### config.mk
export PLATFORM = sky130hd
export DESIGN_NAME = mcbsp_slave_rx
export DESIGN_NICKNAME = d
export VERILOG_FILES = /design/src/rtl/mcbsp_pkg.sv /design/src/rtl/mcbsp_rx_shifter.sv /design/src/rtl/mcbsp_slave_rx.sv
export SDC_FILE = /design/constraint.sdc
export NUM_CORES = 1
export LEC_CHECK = 0
export CORE_AREA = 2 2 147 149
export CTS_BUF_LIST = sky130_fd_sc_hd__clkbuf_4 sky130_fd_sc_hd__clkbuf_8
export DETAILED_ROUTE_END_ITERATION = 12
export DIE_AREA = 0 0 149 151
export PLACE_DENSITY = 0.6
export RECOVER_POWER = 100
export REMOVE_ABC_BUFFERS = 1
export SLEW_MARGIN = 20
export SYNTH_ARGS = -nofsm -noshare
export SYNTH_HDL_FRONTEND = slang
export SYNTH_HIERARCHICAL = 1
export SYNTH_SLANG_ARGS = --single-unit
### constraint.sdc
create_clock -name mcbsp_clk_in -period 9 [get_ports mcbsp_clk_in]
set_input_delay 2.7 -clock mcbsp_clk_in [delete_from_list [all_inputs] [get_ports mcbsp_clk_in]]
set_output_delay 2.7 -clock mcbsp_clk_in [all_outputs]
set_load 0.02 [all_outputs]
### src/rtl/mcbsp_pkg.sv
// Shared types, limits and config-decoding helpers for the McBSP receive path.
package mcbsp_pkg;

    typedef enum logic {
        IDLE  = 1'b0,
        SHIFT = 1'b1
    } mcbsp_state_e;

    localparam int MCBSP_MAX_LEN   = 32;
    localparam int MCBSP_MAX_WORDS = 512;

    // Word length register to effective bit count: 0 or anything above 32 means 32.
    function automatic logic [5:0] eff_len(input logic [6:0] len7);
        logic [5:0] w_len;
        if ((len7 == 7'd0) || (len7 > 7'd32)) begin
            w_len = 6'(MCBSP_MAX_LEN);
        end else begin
            w_len = len7[5:0];
        end
        return w_len;
    endfunction

    // Words-per-frame register to effective count: 0 means 512.
    function automatic logic [9:0] eff_num(input logic [8:0] num9);
        logic [9:0] w_num;
        if (num9 == 9'd0) begin
            w_num = 10'(MCBSP_MAX_WORDS);
        end else begin
            w_num = {1'b0, num9};
        end
        return w_num;
    endfunction

endpackage

### src/rtl/mcbsp_rx_shifter.sv
// Serial-to-parallel shifter: MSB-first shift register, bit counter, and the
// right-aligned word as it will look once the bit on the line is shifted in.
module mcbsp_rx_shifter
    import mcbsp_pkg::*;
#(
    parameter int DATA_W = 32
)
(
    input  logic              clk_in,
    input  logic              rst_in,
    input  logic              i_clear,
    input  logic              i_shift,
    input  logic              i_mosi,
    input  logic [5:0]        i_len,
    output logic [5:0]        o_bit_cnt,
    output logic [MCBSP_MAX_LEN-1:0] o_shreg,
    output logic              o_last,
    output logic [DATA_W-1:0] o_word
);

    logic [5:0]               r_bit_cnt;
    logic [MCBSP_MAX_LEN-1:0] r_shreg;
    logic [MCBSP_MAX_LEN-1:0] w_next_shreg;
    logic [MCBSP_MAX_LEN-1:0] w_mask;

    // The completing bit is folded in combinationally so the write lands on the last-bit edge.
    assign w_next_shreg = {r_shreg[MCBSP_MAX_LEN-2:0], i_mosi};
    // A shift by 32 yields zero, so the mask becomes all ones for full-width words.
    assign w_mask       = (32'd1 << i_len) - 32'd1;
    assign o_last       = (r_bit_cnt == (i_len - 6'd1));
    assign o_word       = DATA_W'(w_next_shreg & w_mask);
    assign o_bit_cnt    = r_bit_cnt;
    assign o_shreg      = r_shreg;

    // Shift register and bit counter: clear on frame sync, shift one bit per edge in SHIFT.
    always_ff @(posedge clk_in or posedge rst_in) begin
        if (rst_in) begin
            r_bit_cnt <= 6'd0;
            r_shreg   <= '0;
        end else if (i_clear) begin
            r_bit_cnt <= 6'd0;
            r_shreg   <= '0;
        end else if (i_shift) begin
            r_bit_cnt <= r_bit_cnt + 6'd1;
            r_shreg   <= w_next_shreg;
        end else begin
            r_bit_cnt <= r_bit_cnt;
            r_shreg   <= r_shreg;
        end
    end

endmodule

### src/rtl/mcbsp_slave_rx.sv
// McBSP slave receiver: frame-sync driven FSM, word/frame counters and the
// RAM write port. Bit-level deserialisation lives in mcbsp_rx_shifter.
module mcbsp_slave_rx
    import mcbsp_pkg::*;
#(
    parameter int DATA_W = 32,
    parameter int ADDR_W = 9,
    parameter int FCNT_W = 16
)
(
    input  logic              mcbsp_clk_in,
    input  logic              mcbsp_rst_in,
    input  logic [8:0]        mcbsp_reg_number,
    input  logic [6:0]        mcbsp_reg_length,
    input  logic              mcbsp_slave_en,
    input  logic              mcbsp_slave_fsx,
    input  logic              mcbsp_slave_mosi,
    output logic              mcbsp_wr_en,
    output logic [ADDR_W-1:0] mcbsp_wr_addr,
    output logic [DATA_W-1:0] mcbsp_wr_data,
    output logic              mcbsp_frame_done,
    output logic              mcbsp_sync_err,
    output logic              mcbsp_busy,
    output logic [FCNT_W-1:0] mcbsp_frame_cnt,
    output logic [63:0]       debug_signal
);

    localparam int DBG_PAD = 64 - (1 + 6 + ADDR_W + MCBSP_MAX_LEN + 2);

    mcbsp_state_e              r_state, w_state_nxt;
    logic [ADDR_W-1:0]         r_word_cnt, w_word_cnt_nxt;
    logic [ADDR_W-1:0]         r_num_m1, w_num_m1_nxt;
    logic [5:0]                r_len, w_len_nxt;
    logic                      r_wr_en, w_wr_en_nxt;
    logic [ADDR_W-1:0]         r_wr_addr, w_wr_addr_nxt;
    logic [DATA_W-1:0]         r_wr_data, w_wr_data_nxt;
    logic                      r_frame_done, w_frame_done_nxt;
    logic                      r_sync_err, w_sync_err_nxt;
    logic                      r_busy;
    logic [FCNT_W-1:0]         r_frame_cnt, w_frame_cnt_nxt;
    logic [63:0]               r_debug, w_debug;
    logic                      w_clear, w_shift, w_last;
    logic [5:0]                w_bit_cnt;
    logic [MCBSP_MAX_LEN-1:0]  w_shreg;
    logic [DATA_W-1:0]         w_word;
    logic [5:0]                w_eff_len;
    logic [ADDR_W-1:0]         w_eff_num_m1;

    assign w_eff_len    = eff_len(mcbsp_reg_length);
    assign w_eff_num_m1 = ADDR_W'(eff_num(mcbsp_reg_number) - 10'd1);

    mcbsp_rx_shifter #(.DATA_W(DATA_W)) u_shifter (
        .clk_in    (mcbsp_clk_in),
        .rst_in    (mcbsp_rst_in),
        .i_clear   (w_clear),
        .i_shift   (w_shift),
        .i_mosi    (mcbsp_slave_mosi),
        .i_len     (r_len),
        .o_bit_cnt (w_bit_cnt),
        .o_shreg   (w_shreg),
        .o_last    (w_last),
        .o_word    (w_word)
    );

    // Next-state, counter and write-port decisions; strobes default low every cycle.
    always_comb begin
        w_state_nxt      = r_state;
        w_word_cnt_nxt   = r_word_cnt;
        w_num_m1_nxt     = r_num_m1;
        w_len_nxt        = r_len;
        w_wr_en_nxt      = 1'b0;
        w_wr_addr_nxt    = r_wr_addr;
        w_wr_data_nxt    = r_wr_data;
        w_frame_done_nxt = 1'b0;
        w_sync_err_nxt   = 1'b0;
        w_frame_cnt_nxt  = r_frame_cnt;
        w_clear          = 1'b0;
        w_shift          = 1'b0;
        case (r_state)
            IDLE: begin
                if (mcbsp_slave_en && mcbsp_slave_fsx) begin
                    w_state_nxt  = SHIFT;
                    w_len_nxt    = w_eff_len;
                    w_num_m1_nxt = w_eff_num_m1;
                    w_clear      = 1'b1;
                end else if (!mcbsp_slave_en) begin
                    w_word_cnt_nxt = '0;
                end else begin
                    w_word_cnt_nxt = r_word_cnt;
                end
            end
            SHIFT: begin
                if (mcbsp_slave_fsx) begin
                    // Early frame sync: drop the partial word and start over as a fresh FS.
                    w_sync_err_nxt = 1'b1;
                    w_len_nxt      = w_eff_len;
                    w_num_m1_nxt   = w_eff_num_m1;
                    w_clear        = 1'b1;
                end else begin
                    w_shift = 1'b1;
                    if (w_last) begin
                        w_wr_en_nxt   = 1'b1;
                        w_wr_addr_nxt = r_word_cnt;
                        w_wr_data_nxt = w_word;
                        w_state_nxt   = IDLE;
                        if (r_word_cnt == r_num_m1) begin
                            w_frame_done_nxt = 1'b1;
                            w_word_cnt_nxt   = '0;
                            w_frame_cnt_nxt  = r_frame_cnt + FCNT_W'(1'b1);
                        end else begin
                            w_word_cnt_nxt = r_word_cnt + ADDR_W'(1'b1);
                        end
                    end else begin
                        w_state_nxt = SHIFT;
                    end
                end
            end
            default: begin
                w_state_nxt = IDLE;
            end
        endcase
    end

    // Debug probe snapshot: state, bit_cnt, word_cnt, shift register, fsx, mosi.
    always_comb begin
        w_debug = {{DBG_PAD{1'b0}}, mcbsp_slave_mosi, mcbsp_slave_fsx, w_shreg,
                   r_word_cnt, w_bit_cnt, (r_state == SHIFT)};
    end

    // State, configuration latches, counters and all registered outputs.
    always_ff @(posedge mcbsp_clk_in or posedge mcbsp_rst_in) begin
        if (mcbsp_rst_in) begin
            r_state      <= IDLE;
            r_word_cnt   <= '0;
            r_num_m1     <= '0;
            r_len        <= 6'(MCBSP_MAX_LEN);
            r_wr_en      <= 1'b0;
            r_wr_addr    <= '0;
            r_wr_data    <= '0;
            r_frame_done <= 1'b0;
            r_sync_err   <= 1'b0;
            r_busy       <= 1'b0;
            r_frame_cnt  <= '0;
            r_debug      <= 64'd0;
        end else begin
            r_state      <= w_state_nxt;
            r_word_cnt   <= w_word_cnt_nxt;
            r_num_m1     <= w_num_m1_nxt;
            r_len        <= w_len_nxt;
            r_wr_en      <= w_wr_en_nxt;
            r_wr_addr    <= w_wr_addr_nxt;
            r_wr_data    <= w_wr_data_nxt;
            r_frame_done <= w_frame_done_nxt;
            r_sync_err   <= w_sync_err_nxt;
            r_busy       <= (w_state_nxt == SHIFT);
            r_frame_cnt  <= w_frame_cnt_nxt;
            r_debug      <= w_debug;
        end
    end

    assign mcbsp_wr_en      = r_wr_en;
    assign mcbsp_wr_addr    = r_wr_addr;
    assign mcbsp_wr_data    = r_wr_data;
    assign mcbsp_frame_done = r_frame_done;
    assign mcbsp_sync_err   = r_sync_err;
    assign mcbsp_busy       = r_busy;
    assign mcbsp_frame_cnt  = r_frame_cnt;
    assign debug_signal     = r_debug;

endmodule

==> results.toml, run 1 <==
[run_status]
outcome = "complete, but fails checks"
violations = "capacitance limit, slew limit"

[place]
io_buffers = 131
dp_hpwl_mm = 12.94
gp_congestion = 0.8460
dp_slack_ns = 2.834

[synth]
ys_types = 76
yosys_register_bits = 173
synth_warnings = 6
syn_area_per_cell_um2 = 9.985
synth.top_cells.by_area = "dfrtp_1 (52%), nand2_1 (8.1%), mux2i_1 (4.4%)"
synth_edf_count = 0
syn_inst = 826
yosysSeqAreaShare_pct = 52.50
yosys.area.top_type_share_pct = 52.18
yosysTopAreaCell = "dfrtp_1"
yosysMostFrequentCell = "nand2_1"
synthArstFlopShare_pct = 100.0
yosys-top-cells-count = "nand2_1 (178), dfrtp_1 (172), nor2_1 (60), mux2i_1 (36), o21ai_0 (36)"
synth_ff_type = "dfrtp_1"
netlist_area_mm2 = 0.008248

[drt]
drc = 0
wirelength_mm = 18.95
final_antenna_net_count = 0
wl_per_cell_um = 15.47
vias_per_cell = 5.069
drt_iter0_markers = 468
dr.pass1.iters = 5
route.vias.total = 6210

[sta]
finalSetupViolations = 0
max_slew_margin_pct = -55.89
setup_slack_ns = 2.148
fin_crit_ns = 6.852
worst_pin_slew_ns = 2.326
drv_slew = 303
fin_tns_setup_ns = 0
fmax_ghz = 0.1459
grt_setup_unrepaired = "no"
fin_crit_sh_pct = 76.14
hold_viol = 0
finClkSkew_ns = 0.01177

[worst_setup_path]
crit_path_end = "mcbsp_frame_cnt[13]$_DFFE_PP0P_"
worst-setup-path-type = "input pin to register"
critPathLaunchType = "input pin"
worstPathArrival_ns = 7.21
timing.reg2reg.setup_slack_ns = 4.22
cp-startpoint = "mcbsp_slave_fsx"
cp_slowest_stage_delay_ns = 1.62
r2r.worst_path.cells = 11
path_max_fanout = 42
cp.required_ns = 9.36
worst_r2r_endpoint = "mcbsp_frame_cnt[13]$_DFFE_PP0P_"
r2r-start = "r_len[3]$_DFFE_PP0P_"
path_cells = "dlygate4sd3_1 -> and2b_1 -> nand2_2 -> inv_1 -> nand2_1 -> or4_1 -> or3_1 -> xnor2_2"
crit_path_end_kind = "register"
cpMaxStageDelayCell = "and2b_1"

[die]
io-pin-count = 146
fp.coreArea_mm2 = 0.02082
start_util_pct = 39.61
die_h_um = 151
die-width_um = 149
rows = 53
dieArea_mm2 = 0.02250

[final_layout]
area_growth_pct = 22.24
utilization_pct = 48.42
n_antenna_cell = 0
fin_nets = 968
layout-drive-gt1-share_pct = 6.842

[cts]
cts.sinks = 173
clkSlewWorstSetupHoldPaths_ns = 0.09
cts_resized = 0
cts_inserted_buffers = 17
cts_buffer_depth = 2
cts_setup_buffers = 0
cts_htree_levels = 4
cts_tree = "yes"
clk_latency_ns = 0.48
hold_buffers = 0
clockRootBuffer = "clkbuf_8"

[global_routing]
antenna_found_initial = 0
grt_pass1_vias = 5945
grt_first_pass_wirelength_mm = 31.22
grt-ovfl-total = 0
grt_max_degree = 82
grt_use_total_pct = 17.50

[pwr]
max-vdd-ir-drop_v = 0.00008690
power_density_mw_per_mm2 = 167.0
p_leak_nw = 4.931

[hold_path]
hp-class = "register to register"

[run]
maxCapViolations = 6
## cells in the final DEF, fill, tap and decap left out, types with 7 or more instances in the layout
| cell type | count |
|---|---|
| conb_1 | 14 |
| clkdlybuf4s50_1 | 15 |
| mux2i_1 | 36 |
| dlygate4sd3_1 | 116 |
| clkbuf_8 | 18 |
| xnor2_1 | 32 |
| and3_1 | 7 |
| nand2_1 | 177 |
| inv_1 | 15 |
| nand4_1 | 15 |
| dfrtp_1 | 172 |
| nor3_1 | 12 |
| or3_1 | 7 |
| a21oi_1 | 20 |
| xor2_1 | 15 |
| and2_1 | 15 |
| nand3_1 | 18 |
| a21boi_0 | 8 |
| ha_1 | 10 |
| nor2_1 | 60 |
| o21ai_0 | 37 |
## cell families after synthesis
kind of cell / after synthesis / synth area share, %
mux: 39 / 4.779
simple gates: 361 / 21.12
buf+inv: 74 / 4.976
compound gates: 119 / 9.679
flops: 173 / 52.50
other cells: 1 / 0.04547
fa+ha+maj: 10 / 1.517
xor+xnor: 49 / 5.385
## registers in the layout, indices dropped and copies added, names as in the netlist, 6 cells and up
| register | count |
|---|---|
| debug_signal | 50 |
| mcbsp_frame_cnt | 16 |
| mcbsp_wr_addr | 9 |
| mcbsp_wr_data | 32 |
| r_len | 6 |
| r_num_m1 | 9 |
| r_word_cnt | 9 |
| u_shifter/o_bit_cnt | 6 |
| u_shifter/o_shreg | 32 |
## per-layer routing
metal	share of wire [%]	track usage [%]	wire, um	up-vias
li1	-	-	-	3005
met1	46	24.26	8704	3029
met2	48	27.30	9006	156
met3	4.8	3.645	911	20
met4	1.7	6.238	325	0
met5	0	0	0	-
## stage by stage
stage          std cells  hold slack, ns  power (mW)  area (um2)
2_1_floorplan        781          0.3530      0.9998        7946
3_3_place_gp        1193          0.3614       1.089        9656
3_5_place_dp        1193          0.3644       1.093        9656
4_1_cts             1225          0.3859       1.707       10100
5_1_grt             1225          0.3900       1.764       10080
6_report            1225          0.3829       1.683       10080
## how the worst min path moves through the flow
stage / from / end / slack [ns] / cells after the start
after global placement: u_shifter/o_shreg[31]$_DFFE_PP0P_ / debug_signal[47]$_DFF_PP0_ / 0.36 / 0
after detailed placement: u_shifter/o_shreg[31]$_DFFE_PP0P_ / debug_signal[47]$_DFF_PP0_ / 0.36 / 0
after floorplan: u_shifter/o_shreg[31]$_DFFE_PP0P_ / debug_signal[47]$_DFF_PP0_ / 0.35 / 0
after global routing: u_shifter/o_shreg[31]$_DFFE_PP0P_ / debug_signal[47]$_DFF_PP0_ / 0.39 / 0
final: u_shifter/o_shreg[31]$_DFFE_PP0P_ / debug_signal[47]$_DFF_PP0_ / 0.38 / 0
after CTS: u_shifter/o_shreg[31]$_DFFE_PP0P_ / debug_signal[47]$_DFF_PP0_ / 0.39 / 0
## critical path: cells and delay by family
| kind | cells | cell delay, ns |
|---|---|---|
| xor gates and xnor gates | 1 | 0.14 |
| buffers and inverters | 2 | 1.60 |
| and+or+nand+nor | 5 | 2.76 |
## layout make-up
class                           count  area (um2)
Timing Repair Buffer              137        1339
Inverter                           16       61.31
Clock buffer                       18       247.7
Clock inverter                     14       201.4
Multi-Input combinational cell    592        3558
Tap cell                          275       344.1
Sequential cell                   173        4330
Fill cell                        1979       10740
## where the power goes
group          internal (mW)  switching (mW)  total [mW]
registers              0.807          0.0340       0.841
logic                 0.0875           0.142       0.229
clock network          0.315           0.298       0.613
No activity file was read; power rests on OpenSTA's default activity.
==> run 2, diff against run 1 <==
--- a/config.mk
+++ b/config.mk
@@ -9,7 +9,7 @@
 export CTS_BUF_LIST = sky130_fd_sc_hd__clkbuf_4 sky130_fd_sc_hd__clkbuf_8
 export DETAILED_ROUTE_END_ITERATION = 12
 export DIE_AREA = 0 0 149 151
-export PLACE_DENSITY = 0.6
+export PLACE_DENSITY = 0.62
 export RECOVER_POWER = 100
 export REMOVE_ABC_BUFFERS = 1
 export SLEW_MARGIN = 20
==> constraint.sdc (replaced) <==
create_clock -name mcbsp_clk_in -period 5.8 [get_ports mcbsp_clk_in]
set_input_delay 1.74 -clock mcbsp_clk_in [delete_from_list [all_inputs] [get_ports mcbsp_clk_in]]
set_output_delay 1.74 -clock mcbsp_clk_in [all_outputs]
set_load 0.02 [all_outputs]
==> results.toml, run 2 (synthesized netlist as in run 1, its figures left out) <==
[place]
dp_hpwl_mm = 13.08
gp_congestion = 0.8997
placed_cells = 1195
io_buffers = 131

[worst_setup_path]
critPathLaunchType = "input pin"
worst-setup-path-type = "input pin to asynchronous set/reset pin"
path_max_fanout = 117
worstPathArrival_ns = 4.80
cp.required_ns = 6.23
crit_path_end_kind = "asynchronous set/reset pin"

[final_layout]
area_growth_pct = 21.83
layout-drive-gt1-share_pct = 6.828
layout_commonest_cell = "nand2_1"
n_antenna_cell = 0
stdcell_count = 1227
final_cell_mix = "nand2_1 (178), dfrtp_1 (172), dlygate4sd3_1 (115)"
fillers = 2022
fin_nets = 970
largest_register_ffs = 50

[run_status]
violations = "capacitance limit, slew limit"
outcome = "complete, but fails checks"

[sta]
max_slew_margin_pct = -62.39
hold_viol = 0
worst_pin_slew_ns = 2.436
fmax_ghz = 0.2292
fin_crit_ns = 4.364
drv_slew = 195
grt_setup_unrepaired = "no"
fin_crit_sh_pct = 75.24
finalSetupViolations = 0
finClkSkew_ns = 0.01469

[cts]
cts_resized = 0
hold_buffers = 0
cts_buffer_depth = 2
cts_inserted_buffers = 17
clk_latency_ns = 0.46
clkSlewWorstSetupHoldPaths_ns = 0.09
cts_setup_buffers = 0
cts.sinks = 173
cts_tree = "yes"
clockRootBuffer = "clkbuf_8"
cts_htree_levels = 4

[die]
start_util_pct = 39.61
rows = 53
die_h_um = 151
io-pin-count = 146
fp.coreArea_mm2 = 0.02082
die-width_um = 149
dieArea_mm2 = 0.02250

[pwr]
p_leak_nw = 4.906
finalPower_mw = 2.516
max-vdd-ir-drop_v = 0.0001271
power_density_mw_per_mm2 = 250.3

[drt]
dr.pass1.iters = 5
vias_per_cell = 5.114
final_antenna_net_count = 0
wl_per_cell_um = 15.51
drc = 0
route.vias.total = 6275
drt_iter0_markers = 459
wirelength_mm = 19.03

[hold_path]
hp-class = "register to register"

[global_routing]
grt_pass1_vias = 6085
grt_max_degree = 118
grt-ovfl-total = 0
antenna_found_initial = 0
grt_first_pass_wirelength_mm = 31.57
grt_use_total_pct = 17.69

[run]
maxCapViolations = 3
==> run 2: changes by cell type in the layout (fill, tap and decap cells not counted), sizes merged <==
| cell | previous run | this run |
|---|---|---|
| clkbuf | 23 | 25 |
| dlygate4sd3 | 116 | 115 |
| buf | 1 | 3 |
| clkinvlp | 2 | 5 |
| bufinv | 4 | 2 |
| clkinv | 4 | 3 |
| clkdlybuf4s50 | 15 | 16 |
| inv | 20 | 18 |
==> run 2: critical path: stages <==
cell,delay [ns]
dlygate4sd3_1,0.58
clkinvlp_4,1.48
clkbuf_1,0.87
==> run 2: final cells by class <==
type | count | area [um2] | share of cell area (%)
multi-input combinational | 592 | 3553 | 35.36
sequential | 173 | 4330 | 43.10
inverter | 16 | 63.81 | 0.6350
clock buffer | 20 | 269.0 | 2.677
timing repair buffer | 139 | 1353 | 13.46
clock inverter | 12 | 135.1 | 1.345
tap | 275 | 344.1 | 3.424
==> run 2: path summary, 6_finish.rpt <==
path,end,from,depth (start not counted),slack [ns]
worst min register to register,debug_signal[47]$_DFF_PP0_,u_shifter/o_shreg[31]$_DFFE_PP0P_,0,0.41
worst max-delay path,mcbsp_frame_cnt[11]$_DFFE_PP0P_,mcbsp_rst_in,3,1.44
worst min-delay path,debug_signal[47]$_DFF_PP0_,u_shifter/o_shreg[31]$_DFFE_PP0P_,0,0.41
max in group mcbsp_clk_in,mcbsp_wr_addr[5]$_DFFE_PP0P_,mcbsp_slave_fsx,5,1.66
min in group asynchronous,debug_signal[20]$_DFF_PP0_,mcbsp_rst_in,2,2.48
worst max register to register,mcbsp_frame_cnt[13]$_DFFE_PP0P_,r_len[3]$_DFFE_PP0P_,11,1.84
==> run 2: report_power, final <==
group          switching (mW)  total, mW  internal, mW  leakage (nW)
Sequential             0.0516       1.30          1.25          2.36
Combinational           0.216      0.350         0.134          2.35
Clock                   0.449      0.862         0.413         0.196
==> run 2: per-stage QoR <==
stage / TNS, ns / util (%) / instance area, um2 / worst slack (ns) / hold WS, ns
floorplan: -0.08042 / - / 7946 / -0.08042 / 0.3530
global placement: 0 / 46.44 / 9671 / 1.669 / 0.3789
detailed placement: 0 / 46.48 / 9679 / 1.816 / 0.3766
CTS: 0 / 48.43 / 10080 / 1.971 / 0.4031
global route: 0 / 48.26 / 10050 / 0.8438 / 0.4136
finish: 0 / 48.26 / 10050 / 1.436 / 0.4054
==> run 2: layer usage <==
metal  GRT usage (%)  wire length [um]  up-vias
met5               0                 0        -
met4           6.143               279        0
met3           3.554               952       19
met2           27.51              9042      198
met1           24.73              8752     3042
li1                -                 -     3016
==> run 3, diff against run 2 <==
--- a/config.mk
+++ b/config.mk
@@ -9,7 +9,7 @@
 export CTS_BUF_LIST = sky130_fd_sc_hd__clkbuf_4 sky130_fd_sc_hd__clkbuf_8
 export DETAILED_ROUTE_END_ITERATION = 12
 export DIE_AREA = 0 0 149 151
-export PLACE_DENSITY = 0.62
+export PLACE_DENSITY = 0.6
 export RECOVER_POWER = 100
 export REMOVE_ABC_BUFFERS = 1
 export SLEW_MARGIN = 20
==> constraint.sdc (replaced) <==
create_clock -name mcbsp_clk_in -period 4.3 [get_ports mcbsp_clk_in]
set_input_delay 1.29 -clock mcbsp_clk_in [delete_from_list [all_inputs] [get_ports mcbsp_clk_in]]
set_output_delay 1.29 -clock mcbsp_clk_in [all_outputs]
set_load 0.02 [all_outputs]
==> results.toml, run 3 (synthesized netlist as in run 1, its figures left out) <==
[run_status]
violations = "capacitance limit, slew limit"
outcome = "complete, but fails checks"

[drt]
met3WireLength_um = 752
wl_per_cell_um = 15.36
wl_met2_mm = 9.008
route.vias.total = 6238
drc = 0
wl_met1_mm = 8.870
final_antenna_net_count = 0
top_layer = "met4"
dr.pass1.iters = 5
vias_per_cell = 5.063
wirelength_mm = 18.93
drt_iter0_markers = 349

[hold_path]
hold-path-cell-count = 0
hp-start = "u_shifter/o_shreg[31]$_DFFE_PP0P_"
hp-class = "register to register"
min_to = "debug_signal[47]$_DFF_PP0_"

[pwr]
seqPwrFrac_pct = 52.1
p_sw_share_pct = 27.61
power_density_mw_per_mm2 = 333.9
p_sw_mw = 0.9288
pwr-share-comb_pct = 14.2
p_leak_nw = 4.913
clock_power_share_pct = 33.7
max-vdd-ir-drop_v = 0.0001821
cell_internal_pwr_mw = 2.436

[sta]
finalSetupViolations = 0
fin_crit_ns = 3.659
worst_hold_slack_ns = 0.3954
grt_setup_unrepaired = "no"
setup_slack_ns = 0.6407
drv_slew = 96
finClkSkew_ns = 0.008251
fin_crit_sh_pct = 85.10
hold_viol = 0
max_slew_margin_pct = -37.46
worst_pin_slew_ns = 2.062
fmax_ghz = 0.2733

[cts]
cts_inserted_buffers = 17
clockRootBuffer = "clkbuf_8"
hold_buffers = 0
clk_latency_ns = 0.44
cts.sinks = 173
cts_htree_levels = 4
cts_buffer_depth = 2
cts_resized = 0
clkSlewWorstSetupHoldPaths_ns = 0.09
cts_setup_buffers = 0
cts_tree = "yes"

[worst_setup_path]
r2r.worst_path.cells = 10
worstPathArrival_ns = 3.99
critPathBufInv = 2
critPathLaunchType = "register"
worst-setup-path-type = "register to register"
path_cells = "or4_1 -> or2_0 -> a31oi_1 -> o21ai_0 -> nor4_1 -> nand2_2 -> buf_4 -> nor4_2 -> clkbuf_1 -> mux2_2"
crit_path_end_kind = "register"
path_max_fanout = 43
cp.required_ns = 4.63
r2r-start = "r_len[0]$_DFFE_PP0P_"
worst_r2r_endpoint = "mcbsp_frame_cnt[1]$_DFFE_PP0P_"
cpMaxStageDelayCell = "or4_1"
cpLargestDelayFamily = "simple AND/OR/NAND/NOR gates"
cp_slowest_stage_delay_ns = 0.58
timing.reg2reg.setup_slack_ns = 0.64

[die]
start_util_pct = 39.61
io-pin-count = 146
die-width_um = 149
rows = 53
fp.coreArea_mm2 = 0.02082
dieArea_mm2 = 0.02250
die_h_um = 151

[run]
maxCapViolations = 1

[final_layout]
layout-drive-gt1-share_pct = 7.001
largest_register_ffs = 50
n_antenna_cell = 0
final_cell_mix = "nand2_1 (177), dfrtp_1 (172), dlygate4sd3_1 (116)"
layout_commonest_cell = "nand2_1"
stdcell_count = 1232
area_growth_pct = 22.15
fin_nets = 976

[place]
dp_slack_ns = 0.8928
dp_hpwl_mm = 13.24
gp_congestion = 0.8476
io_buffers = 131
placed_cells = 1201

[global_routing]
grt_use_total_pct = 17.19
grt_max_degree = 97
antenna_found_initial = 0
grt-ovfl-total = 0
grt_pass1_vias = 5990
grt_first_pass_wirelength_mm = 30.92
-- run 3: cell count changes in the layout (fill, tap and decap cells not counted), moves of 2 or more --
cell	delta
a21boi_0	+5
a21boi_1	-4
buf_4	+4
clkbuf_4	+2
inv_6	-2
-- run 3: worst max-delay path by stage --
stage                               from                              end  slack (ns)  cells after the start
CTS                 r_len[0]$_DFFE_PP0P_        r_word_cnt[5]$_DFFE_PP0P_        0.89                     11
finish              r_len[0]$_DFFE_PP0P_   mcbsp_frame_cnt[1]$_DFFE_PP0P_        0.64                     10
global placement         mcbsp_slave_fsx        r_word_cnt[4]$_DFFE_PP0P_        0.93                      8
floorplan                mcbsp_slave_fsx  mcbsp_frame_cnt[13]$_DFFE_PP0P_       -1.13                      7
global route        r_len[0]$_DFFE_PP0P_  mcbsp_frame_cnt[15]$_DFFE_PP0P_        0.33                     11
detailed placement       mcbsp_slave_fsx        r_word_cnt[5]$_DFFE_PP0P_        0.89                      8
-- run 3: final cells by class --
cell class,count,area (um2)
Clock buffer,22,284.0
Clock inverter,9,111.4
Fill cell,1995,10750
Inverter,16,63.81
Multi-Input combinational cell,592,3535
Sequential cell,173,4330
Tap cell,275,344.1
Timing Repair Buffer,145,1406
-- run 3: per-stage QoR --
step | total power, mW | TNS (ns) | utilization [%] | cell area [um2]
6_report | 3.364 | 0 | 48.38 | 10070
5_1_grt | 3.540 | 0 | 48.38 | 10070
4_1_cts | 3.431 | 0 | 48.62 | 10120
3_5_place_dp | 2.288 | 0 | 46.72 | 9728
3_3_place_gp | 2.286 | 0 | 46.72 | 9728
2_1_floorplan | 2.093 | -103.04 | - | 7946
-- run 3: worst register-to-register path, cell delays in order (launching register included) --
cell and delay [ns]:
dfrtp_1 0.47, or4_1 0.58, or2_0 0.21, a31oi_1 0.15, o21ai_0 0.10, nor4_1 0.44
nand2_2 0.20, buf_4 0.33, nor4_2 0.18, clkbuf_1 0.50, mux2_2 0.40
-- run 3: metal layers --
metal / global-route usage (%) / up-vias
li1: - / 3035
met1: 24.17 / 3047
met2: 27.40 / 144
met3: 2.861 / 12
met4: 5.286 / 0
met5: 0 / -
-- run 3: power by group through the flow --
stage / Sequential, mW / Combinational (mW) / Clock, mW
final: 1.75 / 0.477 / 1.13
after global routing: 1.77 / 0.534 / 1.24
after CTS: 1.76 / 0.501 / 1.17
after detailed placement: 1.79 / 0.500 / 0
after global placement: 1.79 / 0.498 / 0
after floorplan: 1.82 / 0.276 / 0
